`config.mk`:
```
export PLATFORM = sky130hd
export DESIGN_NAME = imem_loader
export DESIGN_NICKNAME = d
export VERILOG_FILES = /design/src/rtl/imem_loader.sv
export SDC_FILE = /design/constraint.sdc
export NUM_CORES = 1
export LEC_CHECK = 0
export BUFFER_PORTS_ARGS = -buffer_cell sky130_fd_sc_hd__buf_2
export CAP_MARGIN = 30
export CORE_MARGIN = 2
export CORE_UTILIZATION = 40
export CTS_BUF_LIST = sky130_fd_sc_hd__clkbuf_2
export DETAILED_ROUTE_END_ITERATION = 16
export GPL_ROUTABILITY_DRIVEN = 0
export SLEW_MARGIN = 20
export SYNTH_ARGS = -nofsm -noshare
export SYNTH_HDL_FRONTEND = slang
export SYNTH_SLANG_ARGS = --single-unit
```
`constraint.sdc`:
```
create_clock -name clk -period 2.55 [get_ports clk]
set_clock_uncertainty 0.2 [all_clocks]
set_input_delay 0.3825 -clock clk [delete_from_list [all_inputs] [get_ports clk]]
set_output_delay 0.3825 -clock clk [all_outputs]
set_load 0.01 [all_outputs]
```
`src/rtl/imem_loader.sv`:
```
// imem_loader -- writer side of the instruction memory.
//
// Receives a program image as a byte stream over a valid/ready handshake.
// Bytes arrive most-significant first; every four bytes are packed into one
// 32-bit word and written to the instruction SRAM, starting at BASE_ADDR
// and moving upward. While the load is in progress start_up stays high so
// that fetch holds the PC at the start address. start_up drops one cycle
// after the done pulse, and only if the load succeeded.
//
// Ports:
//   clk         clock, rising edge
//   rst_n       asynchronous active-low reset
//   load_go     1-cycle pulse: sample word_count and begin a load (IDLE only)
//   word_count  number of 32-bit words in the image
//   byte_valid  byte_data is valid
//   byte_data   stream byte, most-significant byte of each word first
//   byte_ready  loader accepts a byte this cycle (valid & ready = transfer)
//   mem_cs      SRAM chip select (high only while writing)
//   mem_we      SRAM write enable (high only while writing)
//   mem_addr    SRAM byte address, word aligned
//   mem_din     SRAM write data
//   start_up    1 = fetch holds PC at the start address
//   busy        load in progress
//   done        1-cycle pulse at the end of a load, good or bad
//   err         last load failed; sticky until the next accepted load_go
//
// Build option:
//   IMEM_LOADER_CHECKSUM_EN -- after the last word, one extra byte is taken
//   that must equal the XOR of all image bytes; a mismatch sets err.

module imem_loader #(
    parameter logic [31:0] BASE_ADDR = 32'h0040_0020,
    parameter int          MAX_WORDS = 1024,
    parameter int          CNT_W     = 16
) (
    input  logic             clk,
    input  logic             rst_n,
    input  logic             load_go,
    input  logic [CNT_W-1:0] word_count,
    input  logic             byte_valid,
    input  logic [7:0]       byte_data,
    output logic             byte_ready,
    output logic             mem_cs,
    output logic             mem_we,
    output logic [31:0]      mem_addr,
    output logic [31:0]      mem_din,
    output logic             start_up,
    output logic             busy,
    output logic             done,
    output logic             err
);

    typedef enum logic [2:0] {
        S_IDLE,
        S_RECV,
        S_WRITE,
`ifdef IMEM_LOADER_CHECKSUM_EN
        S_CSUM,
`endif
        S_FIN
    } state_t;

    // State after the final word (or directly after load_go for an empty image).
`ifdef IMEM_LOADER_CHECKSUM_EN
    localparam state_t S_AFTER_LAST = S_CSUM;
`else
    localparam state_t S_AFTER_LAST = S_FIN;
`endif

    state_t           state_q, state_d;
    logic             start_up_q, start_up_d;
    logic             err_q, err_d;
    logic [CNT_W-1:0] cnt_q, cnt_d;
    logic [CNT_W-1:0] word_idx_q, word_idx_d;
    logic [1:0]       byte_cnt_q, byte_cnt_d;
    logic [31:0]      word_q, word_d;
    logic [31:0]      mem_addr_q, mem_addr_d;
`ifdef IMEM_LOADER_CHECKSUM_EN
    logic [7:0]       csum_q, csum_d;
`endif

    always_ff @(posedge clk or negedge rst_n) begin
        if (!rst_n) begin
            state_q    <= S_IDLE;
            start_up_q <= 1'b1;
            err_q      <= 1'b0;
            cnt_q      <= '0;
            word_idx_q <= '0;
            byte_cnt_q <= '0;
            word_q     <= '0;
            mem_addr_q <= BASE_ADDR;
`ifdef IMEM_LOADER_CHECKSUM_EN
            csum_q     <= '0;
`endif
        end else begin
            state_q    <= state_d;
            start_up_q <= start_up_d;
            err_q      <= err_d;
            cnt_q      <= cnt_d;
            word_idx_q <= word_idx_d;
            byte_cnt_q <= byte_cnt_d;
            word_q     <= word_d;
            mem_addr_q <= mem_addr_d;
`ifdef IMEM_LOADER_CHECKSUM_EN
            csum_q     <= csum_d;
`endif
        end
    end

    always_comb begin
        state_d    = state_q;
        start_up_d = start_up_q;
        err_d      = err_q;
        cnt_d      = cnt_q;
        word_idx_d = word_idx_q;
        byte_cnt_d = byte_cnt_q;
        word_d     = word_q;
        mem_addr_d = mem_addr_q;
`ifdef IMEM_LOADER_CHECKSUM_EN
        csum_d     = csum_q;
`endif
        byte_ready = 1'b0;
        mem_cs     = 1'b0;
        mem_we     = 1'b0;
        done       = 1'b0;
        busy       = 1'b0;

        case (state_q)
            S_IDLE: begin
                if (load_go) begin
                    start_up_d = 1'b1;
                    err_d      = 1'b0;
                    cnt_d      = word_count;
                    word_idx_d = '0;
                    byte_cnt_d = '0;
                    mem_addr_d = BASE_ADDR;
`ifdef IMEM_LOADER_CHECKSUM_EN
                    csum_d     = '0;
`endif
                    // Oversized images are rejected before any byte is consumed.
                    if (word_count > CNT_W'(MAX_WORDS)) begin
                        err_d   = 1'b1;
                        state_d = S_FIN;
                    end else if (word_count == '0) begin
                        state_d = S_AFTER_LAST;
                    end else begin
                        state_d = S_RECV;
                    end
                end
            end

            S_RECV: begin
                busy       = 1'b1;
                byte_ready = 1'b1;
                if (byte_valid) begin
                    word_d     = {word_q[23:0], byte_data};
                    byte_cnt_d = byte_cnt_q + 2'd1;   // wraps to 0 after the 4th byte
`ifdef IMEM_LOADER_CHECKSUM_EN
                    csum_d     = csum_q ^ byte_data;
`endif
                    if (byte_cnt_q == 2'd3) begin
                        state_d = S_WRITE;
                    end
                end
            end

            S_WRITE: begin
                busy       = 1'b1;
                mem_cs     = 1'b1;
                mem_we     = 1'b1;
                // mem_addr_q tracks BASE_ADDR + 4*word_idx incrementally.
                mem_addr_d = mem_addr_q + 32'd4;
                word_idx_d = word_idx_q + 1'b1;
                if (word_idx_d == cnt_q) begin
                    state_d = S_AFTER_LAST;
                end else begin
                    state_d = S_RECV;
                end
            end

`ifdef IMEM_LOADER_CHECKSUM_EN
            S_CSUM: begin
                busy       = 1'b1;
                byte_ready = 1'b1;
                if (byte_valid) begin
                    if (byte_data != csum_q) begin
                        err_d = 1'b1;
                    end
                    state_d = S_FIN;
                end
            end
`endif

            S_FIN: begin
                done       = 1'b1;
                // A failed load keeps fetch parked at the start address.
                start_up_d = err_q;
                state_d    = S_IDLE;
            end

            default: begin
                state_d = S_IDLE;
            end
        endcase
    end

    assign mem_addr = mem_addr_q;
    assign mem_din  = word_q;
    assign start_up = start_up_q;
    assign err      = err_q;

endmodule

```
==> metrics, run 1 <==
status=complete, no violations; core area=approximately 12,000 um^2; largest net degree at the start of global routing=between 50 and 60; pwr/cell area=slightly below 900 nW/um^2; post-synthesis register bit count=100; Synth Warn #=0; H-tree levels=3; RSZ-0062 raised after global routing=no; Clock Tree Buf Depth=2; CP Max Fanout=4; Clock Tree Root=clkbuf_2; Diodes inserted=0; synthesis-to-layout area growth=23.2%; HPWL after DPL=~8300 um; Synth Area in Simple Gates=0.153; number of buffers created by CTS=9; sequential element share of the synthesized area=0.507; final hold slack=approximately 0.073 ns; clock latency on the worst-skew pair=between 0.6 and 0.7 ns; FF-to-FF path depth=7; Cell Rows=40; share of post-route cells with drive strength above 1=0.321; Total GRT Usage=0.182; vias per cell=roughly 5.2; DRT Wirelength=around 12,000 um; max cap viols=0; most common cell after layout, fill and taps aside=dfrtp_1; Synth async-reset ratio=1.00; routed len/inst=roughly 15 um; EDFF count, synth=0; number of global-route vias before repair=approximately 4,000; first-pass GRT wire length=approximately 19,000 um; setup TNS=0 ns; DRC Markers=0; Worst-path clk slew=between 0.2 and 0.3 ns; leakage power=approximately 2.8 nW; Worst setup endpoint=mem_addr[24]$_DFFE_PN0P_; Critical Path RT=between 2 and 3 ns; CP max stage delay=roughly 0.45 ns; Synth Area in XOR/XNOR=0.0761; setup ws final=about 0.095 ns; Final nets=between 600 and 700; fin crit period=approximately 2.5 ns; TritonCTS clock tree=done; Worst path most repeated cell=or3_4; Startpoint Class=flop; Worst-Margin Slew=a little over 0.7 ns; Initial Util=0.410; die footprint=roughly 13,000 um^2; critical path class=reg -> reg; endpoints failing hold=0; DRT iter0 DRCs=about 290; DRT antenna net count=0; # IOs=between 90 and 100; Die Y=about 120 um; Synth Flop Type=dfrtp_1; most frequent cells in the layout=dfrtp_1, buf_2, mux2_2, nor2_1, nand2_1; vias=between 3,000 and 4,000; Final Cell Area=between 6000 and 7000 um^2; dpl ws=0.125 ns; reg2reg end=mem_addr[24]$_DFFE_PN0P_; Mean Syn Cell Area=about 11 um^2; total power draw=roughly 5.3 mW; Compound-Gate Fraction of Synth Area=0.0913; Mapped Area=4950 um^2; Setup crit end kind=flop; worst-path cell chain=inv_1 > ha_1 > mux2i_1 > or3_4 > or3_4 > or3_1 > a21oi_1; relative slew slack=0.531; total clock sinks=100; FMAX=0.407 GHz; main combinational cell family by area after synthesis=simple AND/OR/NAND/NOR gates; slowest cell on the critical path=dfrtp_1; arrival time worst endpoint=2.82 ns; antenna violations before repair=0; RR Startpoint=state_q[0]$_DFFE_PN0P_; worst vdd rail ir drop=495 uV; IO Port Bufs=between 90 and 100; adder-cell share of the synthesized area=0.0202; width of the die=~120 um; synth unique cells=slightly above 50; Hold Crit Class=in -> async; multiplexer share of the synthesized area=0.122; GR Overflow Total=0; post-synthesis cell count=462; Fillers=roughly 1,100; r2r setup slk=~0.095 ns; Max Slew Vio Count=0; Final setup viols=0; final worst-path cycle share=0.963; placed cell area=5710 um^2; DR pass1 iterations=4; crit path from=state_q[0]$_DFFE_PN0P_
==> synth_stat cells, types with 3 or more instances <==
master	n	share of area
clkbuf_1	8	0.0061
nand4_1	12	0.015
a21oi_1	14	0.014
buf_4	5	0.0076
nor3_1	8	0.0081
nand2b_1	5	0.0063
nand2_1	35	0.027
nor4_1	10	0.013
o22ai_1	3	0.0038
o21ai_0	25	0.025
dfstp_2	3	0.016
buf_1	3	0.0023
xor2_1	27	0.048
o31ai_1	6	0.0091
buf_2	4	0.0040
nor2_1	41	0.031
inv_1	12	0.0091
o21a_1	3	0.0046
xnor2_1	16	0.028
mux2_2	50	0.11
mux2i_1	4	0.0081
and3_1	7	0.0089
nand3_1	19	0.019
dfrtp_1	97	0.49
a22o_1	4	0.0071
or3_1	3	0.0038
ha_1	8	0.020
==> layer usage <==
layer	routed length (um)	share of wire	global-route usage	up-vias
met3	459	0.040	0.0511	17
met1	5060	0.44	0.223	1957
met5	0	0	0	-
li1	-	-	-	1928
met2	5840	0.51	0.311	89
met4	181	0.016	0.0570	0
==> layout make-up <==
type | count | area [um^2] | share of cell area
flip-flops and latches | 100 | 2510 | 0.411
inverters | 12 | 45.0 | 0.00739
clock inverters | 7 | 48.8 | 0.00800
multi-input cells | 330 | 2300 | 0.377
repair buffers | 147 | 946 | 0.155
clock buffers | 9 | 45.0 | 0.00739
well taps | 168 | 210 | 0.0345
==> worst max-delay path: cells and delay by family, from the launching register on <==
family          cells  cell delay [ns]
buf+inv             1             0.09
flops               1             0.45
mux                 1             0.15
fa+ha+maj           1             0.24
compound gates      1             0.13
simple gates        3             1.13
==> power by group <==
group,internal (mW),switching [mW]
Clock,0.134,0.552
Combinational,1.12,1.11
Sequential,2.05,0.350
==> worst min path at each step <==
stage,from,end,slack (ns),cells after the start
floorplan,rst_n,byte_cnt_q[0]$_DFFE_PN0P_,-0.11,0
global placement,rst_n,mem_addr[10]$_DFFE_PN0P_,0.27,1
detailed placement,rst_n,mem_addr[10]$_DFFE_PN0P_,0.28,1
CTS,rst_n,mem_addr[10]$_DFFE_PN0P_,0.05,2
global route,rst_n,mem_addr[9]$_DFFE_PN0P_,0.07,2
finish,rst_n,mem_addr[10]$_DFFE_PN0P_,0.07,2
==> cells by family (layout without fill, tap and decap cells) <==
kind of cell	Yosys count	after routing
buf+inv	33	175
mux	54	54
simple gates	152	152
fa+ha+maj	8	8
other cells	1	2
flops	100	100
xor+xnor	43	43
compound gates	71	71
==> through the flow <==
| stage | util | instances |
|---|---|---|
| after floorplan | - | 463 |
| after global placement | 0.473 | 727 |
| after detailed placement | 0.473 | 727 |
| after CTS | 0.504 | 770 |
| after global routing | 0.505 | 773 |
| final | 0.505 | 773 |
==> sequential cells by signal, indices dropped and copies added (netlist names) <==
register    flops
err             1
state_q         2
start_up        1
byte_cnt_q      2
cnt_q          16
mem_addr       30
word_idx_q     16
mem_din        32
==> timing repair <==
action                                 CTS  global route
hold buffers                            27             0
endpoints found under the hold margin   94             0
setup endpoints to repair                0             3
setup buffers                            0             3
resized for setup                        0             0
Note: power is estimated with default switching activity, not from simulation.
==> run 2, diff against run 1 <==
- GPL_TIMING_DRIVEN: unset -> 0
- SKIP_LAST_GASP: unset -> 1
==> metrics, run 2 (synthesis gave the netlist of run 1 again) <==
arrival time worst endpoint=2.90 ns (+0.08 ns); relative slew slack=0.594 (+0.0635); setup TNS=0 ns (unchanged); Placed Cells=728 (+0.14%); delay-heaviest family, CP=simple AND/OR/NAND/NOR gates; Startpoint Class=flop; Non-Filler Instances=791 (+2.3%); width of the die=115 um (unchanged); Initial Util=0.410 (unchanged); Max Slew Vio Count=0 (unchanged); largest net degree at the start of global routing=54 (+1.9%); clock share of power=0.153 (+0.024); RSZ-0062 raised after global routing=yes; IO Port Bufs=96 (unchanged); first-pass GRT wire length=18,900 um (-0.40%); P_int=3.61 mW (+9.0%); most common cell after layout, fill and taps aside=buf_2; pwr/cell area=893 nW/um^2 (+2.2%); GR Overflow Total=0 (unchanged); clock latency on the worst-skew pair=0.63 ns (about the same); CP max stage delay=0.41 ns (-0.04 ns); Total GRT Usage=0.182 (about the same); antenna violations before repair=0 (unchanged); post-layout util=0.531 (+0.0253); vias per cell=5.17 (+0.12%); core area=12,100 um^2 (unchanged); FF-to-FF path depth=8 (+1); Diodes inserted=0 (unchanged); TritonCTS clock tree=done; DRC Markers=0 (unchanged); vias=4,089 (+2.5%); Hold Crit Class=in -> reg; Final setup viols=0 (unchanged); Clock Tree Buf Depth=2 (unchanged); final worst-path cycle share=0.982 (+0.0194); critical path class=reg -> reg; DRT Wirelength=12,000 um (+3.6%); number of buffers created by CTS=9 (unchanged); endpoints failing hold=0 (unchanged); max cap viols=0 (unchanged); status=complete, no violations; FMAX=0.399 GHz (-2.0%); NetSw=2.11 mW (+4.6%); slowest cell on the critical path=dfrtp_1; die footprint=13,300 um^2 (unchanged); most frequent cells in the layout=buf_2, dfrtp_1, mux2_2, nor2_1, nand2_1; H-tree levels=3 (unchanged); fin crit period=2.50 ns (+0.0494 ns); combinational share of power=0.429 (+0.009); Worst-Margin Slew=0.608 ns (-0.0952 ns); DR pass1 iterations=4 (unchanged); worst-path cell chain=inv_1 > ha_2 > buf_6 > mux2i_4 > or3_4 > or3_4 > or3_1 > a21oi_1; leakage power=3.01 nW (+5.8%); worst vdd rail ir drop=505 uV (+2.1%); Levels on crit path=8 (+1); Die Y=115 um (unchanged); Critical Path RT=2.95 ns (+0.04 ns); Cell Rows=40 (unchanged); Largest register FFs=32 (unchanged); Clock Tree Root=clkbuf_2; # IOs=99 (unchanged); Cells on Worst Hold Path=3; Final nets=654 (+2.8%); HPWL after DPL=8270 um (-0.16%); Switching Fraction=0.369 (-0.00969); routed len/inst=15.1 um (+1.3%); Setup crit end kind=flop; total clock sinks=100 (unchanged); Worst-path clk slew=0.28 ns (about the same); synthesis-to-layout area growth=29.4%; share of post-route cells with drive strength above 1=0.348 (+0.0277); CP bufs+invs=2 (+1); Sequential Power Share=0.418 (-0.033); DRT antenna net count=0 (unchanged); DRT iter0 DRCs=243 (-15%); CP Max Fanout=7 (+3); number of global-route vias before repair=3,851 (-3.2%); Worst path most repeated cell=or3_4
## run 2: final timing paths
| path | start | endpoint | slack, ns |
|---|---|---|---|
| worst max-delay path | state_q[0]$_DFFE_PN0P_ | mem_addr[24]$_DFFE_PN0P_ | 0.05 |
| worst min-delay path | byte_data[4] | mem_din[4]$_DFFE_PN0P_ | 0.28 |
| worst max register to register | state_q[0]$_DFFE_PN0P_ | mem_addr[24]$_DFFE_PN0P_ | 0.05 |
| worst min register to register | mem_din[19]$_DFFE_PN0P_ | mem_din[27]$_DFFE_PN0P_ | 0.34 |
| max in group asynchronous | rst_n | start_up$_DFFE_PN1P_ | 1.05 |
| min in group asynchronous | rst_n | word_idx_q[2]$_DFFE_PN0P_ | 0.50 |
## run 2: cell type report
| class | instances | area, um^2 |
|---|---|---|
| tap | 168 | 210 |
| inverter | 12 | 45.0 |
| timing repair buffer | 145 | 962 |
| buffer | 20 | 106 |
| clock inverter | 7 | 93.8 |
| clock buffer | 9 | 45.0 |
| fill | 1088 | 5660 |
| sequential | 100 | 2510 |
| multi-input combinational | 330 | 2430 |
## run 2: layer usage
| metal | GRT usage | wire length (um) | vias up |
|---|---|---|---|
| met2 | 0.301 | 5840 | 102 |
| met3 | 0.0501 | 514 | 22 |
| li1 | - | - | 1950 |
| met4 | 0.0602 | 233 | 0 |
| met1 | 0.231 | 5370 | 2015 |
| met5 | 0 | 0 | - |
## run 2: tightest hold or removal path, stage by stage
cell and delay (ns):
dlygate4sd3_1 0.51, buf_2 0.09, mux2_2 0.13
## run 2: power groups by stage
stage	Combinational, mW	Clock [mW]	Sequential (mW)
2_1_floorplan	1.33	0	2.50
3_3_place_gp	2.15	0	2.40
3_5_place_dp	2.20	0	2.43
4_1_cts	2.37	0.915	2.39
5_1_grt	2.67	0.973	2.46
6_report	2.45	0.873	2.39
## run 2: metrics by stage
| stage | total power, mW | cell area, um^2 | worst slack, ns | hold slack (ns) |
|---|---|---|---|---|
| floorplan | 3.82 | 4950 | 0.0104 | -0.113 |
| global placement | 4.55 | 5640 | -0.362 | 0.282 |
| detailed placement | 4.63 | 5680 | -0.374 | 0.154 |
| CTS | 5.67 | 6240 | 0.00866 | 0.237 |
| global route | 6.10 | 6400 | -0.0981 | 0.215 |
| finish | 5.72 | 6400 | 0.0456 | 0.282 |
## run 2: timing repair
item,CTS,global route
hold endpoints to repair,128,0
setup buffers,8,9
hold buffers,31,0
gates resized for setup,11,19
pin swaps,3,8
endpoints found under the setup margin,20,20
==> run 3, diff against run 2 <==
--- a/config.mk
+++ b/config.mk
@@ -9,2 +9,4 @@
 export CAP_MARGIN = 30
+export CELL_PAD_IN_SITES_DETAIL_PLACEMENT = 0
+export CELL_PAD_IN_SITES_GLOBAL_PLACEMENT = 1
 export CORE_MARGIN = 2
@@ -15,2 +17,3 @@
 export GPL_TIMING_DRIVEN = 0
+export PLACE_DENSITY_LB_ADDON = 0.1
 export SKIP_LAST_GASP = 1
--- a/constraint.sdc
+++ b/constraint.sdc
@@ -4,2 +4,2 @@
 set_output_delay 0.3825 -clock clk [all_outputs]
-set_load 0.01 [all_outputs]
+set_load 0.02 [all_outputs]
==> metrics, run 3 (synthesis gave the netlist of run 1 again) <==
vias=3,975 (-2.8%); critical path class=reg -> reg; RSZ-0062 raised after global routing=yes; arrival time worst endpoint=2.90 ns (about the same); Worst-path clk slew=0.30 ns (+0.02 ns); total clock sinks=100 (unchanged); first-pass GRT wire length=19,100 um (+0.98%); Die Y=115 um (unchanged); Worst-Margin Slew=0.633 ns (+0.0249 ns); Final nets=651 (-0.46%); Initial Util=0.410 (unchanged); DR pass1 iterations=4 (unchanged); Total GRT Usage=0.184 (+0.00227); Cell Rows=40 (unchanged); number of global-route vias before repair=3,882 (+0.80%); fin crit period=2.51 ns (+0.00262 ns); H-tree levels=3 (unchanged); DRT iter0 DRCs=213 (-12%); largest net degree at the start of global routing=53 (-1.9%); worst vdd rail ir drop=474 uV (-6.1%); Final setup viols=0 (unchanged); # IOs=99 (unchanged); Critical Path RT=2.94 ns (about the same); width of the die=115 um (unchanged); TritonCTS clock tree=done; die footprint=13,300 um^2 (unchanged); Startpoint Class=flop; HPWL after DPL=8330 um (+0.66%); synthesis-to-layout area growth=28.0%; max cap viols=0 (unchanged); Largest register FFs=32 (unchanged); Setup crit end kind=flop; most common cell after layout, fill and taps aside=buf_2; DRT Wirelength=11,900 um (-0.28%); Diodes inserted=0 (unchanged); Clock Tree Root=clkbuf_2; leakage power=2.96 nW (-1.8%); Max Slew Vio Count=0 (unchanged); share of post-route cells with drive strength above 1=0.347 (-0.00154); routed len/inst=15.1 um (about the same); DRC Markers=0 (unchanged); IO Port Bufs=96 (unchanged); clock latency on the worst-skew pair=0.62 ns (about the same); core area=12,100 um^2 (unchanged); relative slew slack=0.578 (-0.0166); Clock Tree Buf Depth=2 (unchanged); pwr/cell area=915 nW/um^2 (+2.4%); status=complete, no violations; FMAX=0.399 GHz (-0.10%); post-layout util=0.525 (-0.00581); Hold Crit Class=in -> async; CP Max Fanout=8 (+1); DRT antenna net count=0 (unchanged); most frequent cells in the layout=buf_2, dfrtp_1, mux2_2, nor2_1, nand2_1; number of buffers created by CTS=9 (unchanged); GR Overflow Total=0 (unchanged); setup TNS=0 ns (unchanged); antenna violations before repair=0 (unchanged); vias per cell=5.04 (-2.4%); endpoints failing hold=0 (unchanged); final worst-path cycle share=0.983 (+0.00103)
-- run 3: changes by cell type in the layout (fill, tap and decap cells not counted), moves of 2 or more --
cell / previous run / this run
buf_4: 21 / 19
inv_6: 3 / 1
nor4_4: 5 / 3
clkinvlp_4: 0 / 2
bufinv_16: 2 / 0
nor4_2: 1 / 3
nor3_2: 2 / 0
inv_8: 0 / 2
-- run 3: routing by layer --
| layer | up-vias | share of wire | global-route usage |
|---|---|---|---|
| li1 | 1943 | - | - |
| met1 | 1928 | 0.45 | 0.230 |
| met2 | 95 | 0.49 | 0.309 |
| met3 | 9 | 0.047 | 0.0522 |
| met4 | 0 | 0.017 | 0.0602 |
| met5 | - | 0 | 0 |
-- run 3: stage by stage --
step / worst slack, ns / std cells / hold slack [ns] / power, mW / area, um^2
final: 0.0430 / 788 / 0.0860 / 5.79 / 6330
after global routing: -0.0918 / 788 / 0.0144 / 6.21 / 6330
after CTS: -0.0808 / 780 / 0.0277 / 5.73 / 6200
after detailed placement: -0.286 / 728 / 0.149 / 4.88 / 5680
after global placement: -0.259 / 727 / 0.283 / 4.82 / 5640
after floorplan: 0.0515 / 463 / -0.113 / 4.08 / 4950
-- run 3: critical path, stage by stage (launching register included) --
cell and delay [ns]:
dfrtp_1 0.44, inv_2 0.07, ha_2 0.18, buf_6 0.14, mux2i_4 0.21, or3_4 0.39
or3_4 0.41, or3_4 0.34, a21oi_2 0.12
-- run 3: final timing paths --
path / cells past startpoint / slack, ns / from / endpoint
setup reg to reg: 8 / 0.04 / state_q[0]$_DFFE_PN0P_ / mem_addr[24]$_DFFE_PN0P_
hold / removal: 2 / 0.09 / rst_n / start_up$_DFFE_PN1P_
hold reg to reg: 1 / 0.34 / mem_din[28]$_DFFE_PN0P_ / mem_din[28]$_DFFE_PN0P_
min in group clk: 3 / 0.31 / byte_data[3] / mem_din[3]$_DFFE_PN0P_
setup / recovery: 8 / 0.04 / state_q[0]$_DFFE_PN0P_ / mem_addr[24]$_DFFE_PN0P_
max in group asynchronous: 3 / 1.75 / rst_n / mem_addr[22]$_DFFE_PN1P_
-- run 3: cell type report --
type,instances,area [um^2]
Timing Repair Buffer,142,945
Clock inverter,7,58.8
Buffer,20,106
Sequential cell,100,2510
Inverter,12,45.0
Clock buffer,9,45.0
Multi-Input combinational cell,330,2410
Fill cell,1155,5730
Tap cell,168,210
-- run 3: where the power goes --
group          leakage [nW]  total (mW)  switching [mW]  internal (mW)
Sequential             1.28        2.38           0.329           2.05
Combinational          1.62        2.68            1.46           1.22
Clock                0.0600       0.730           0.585          0.145
-- run 3: what timing repair did --
item | CTS | global route
pin swaps | 2 | 7
endpoints found under the setup margin | 14 | 20
endpoints found under the hold margin | 128 | 0
hold buffers | 30 | 0
gates resized for setup | 8 | 19
setup buffers | 6 | 9
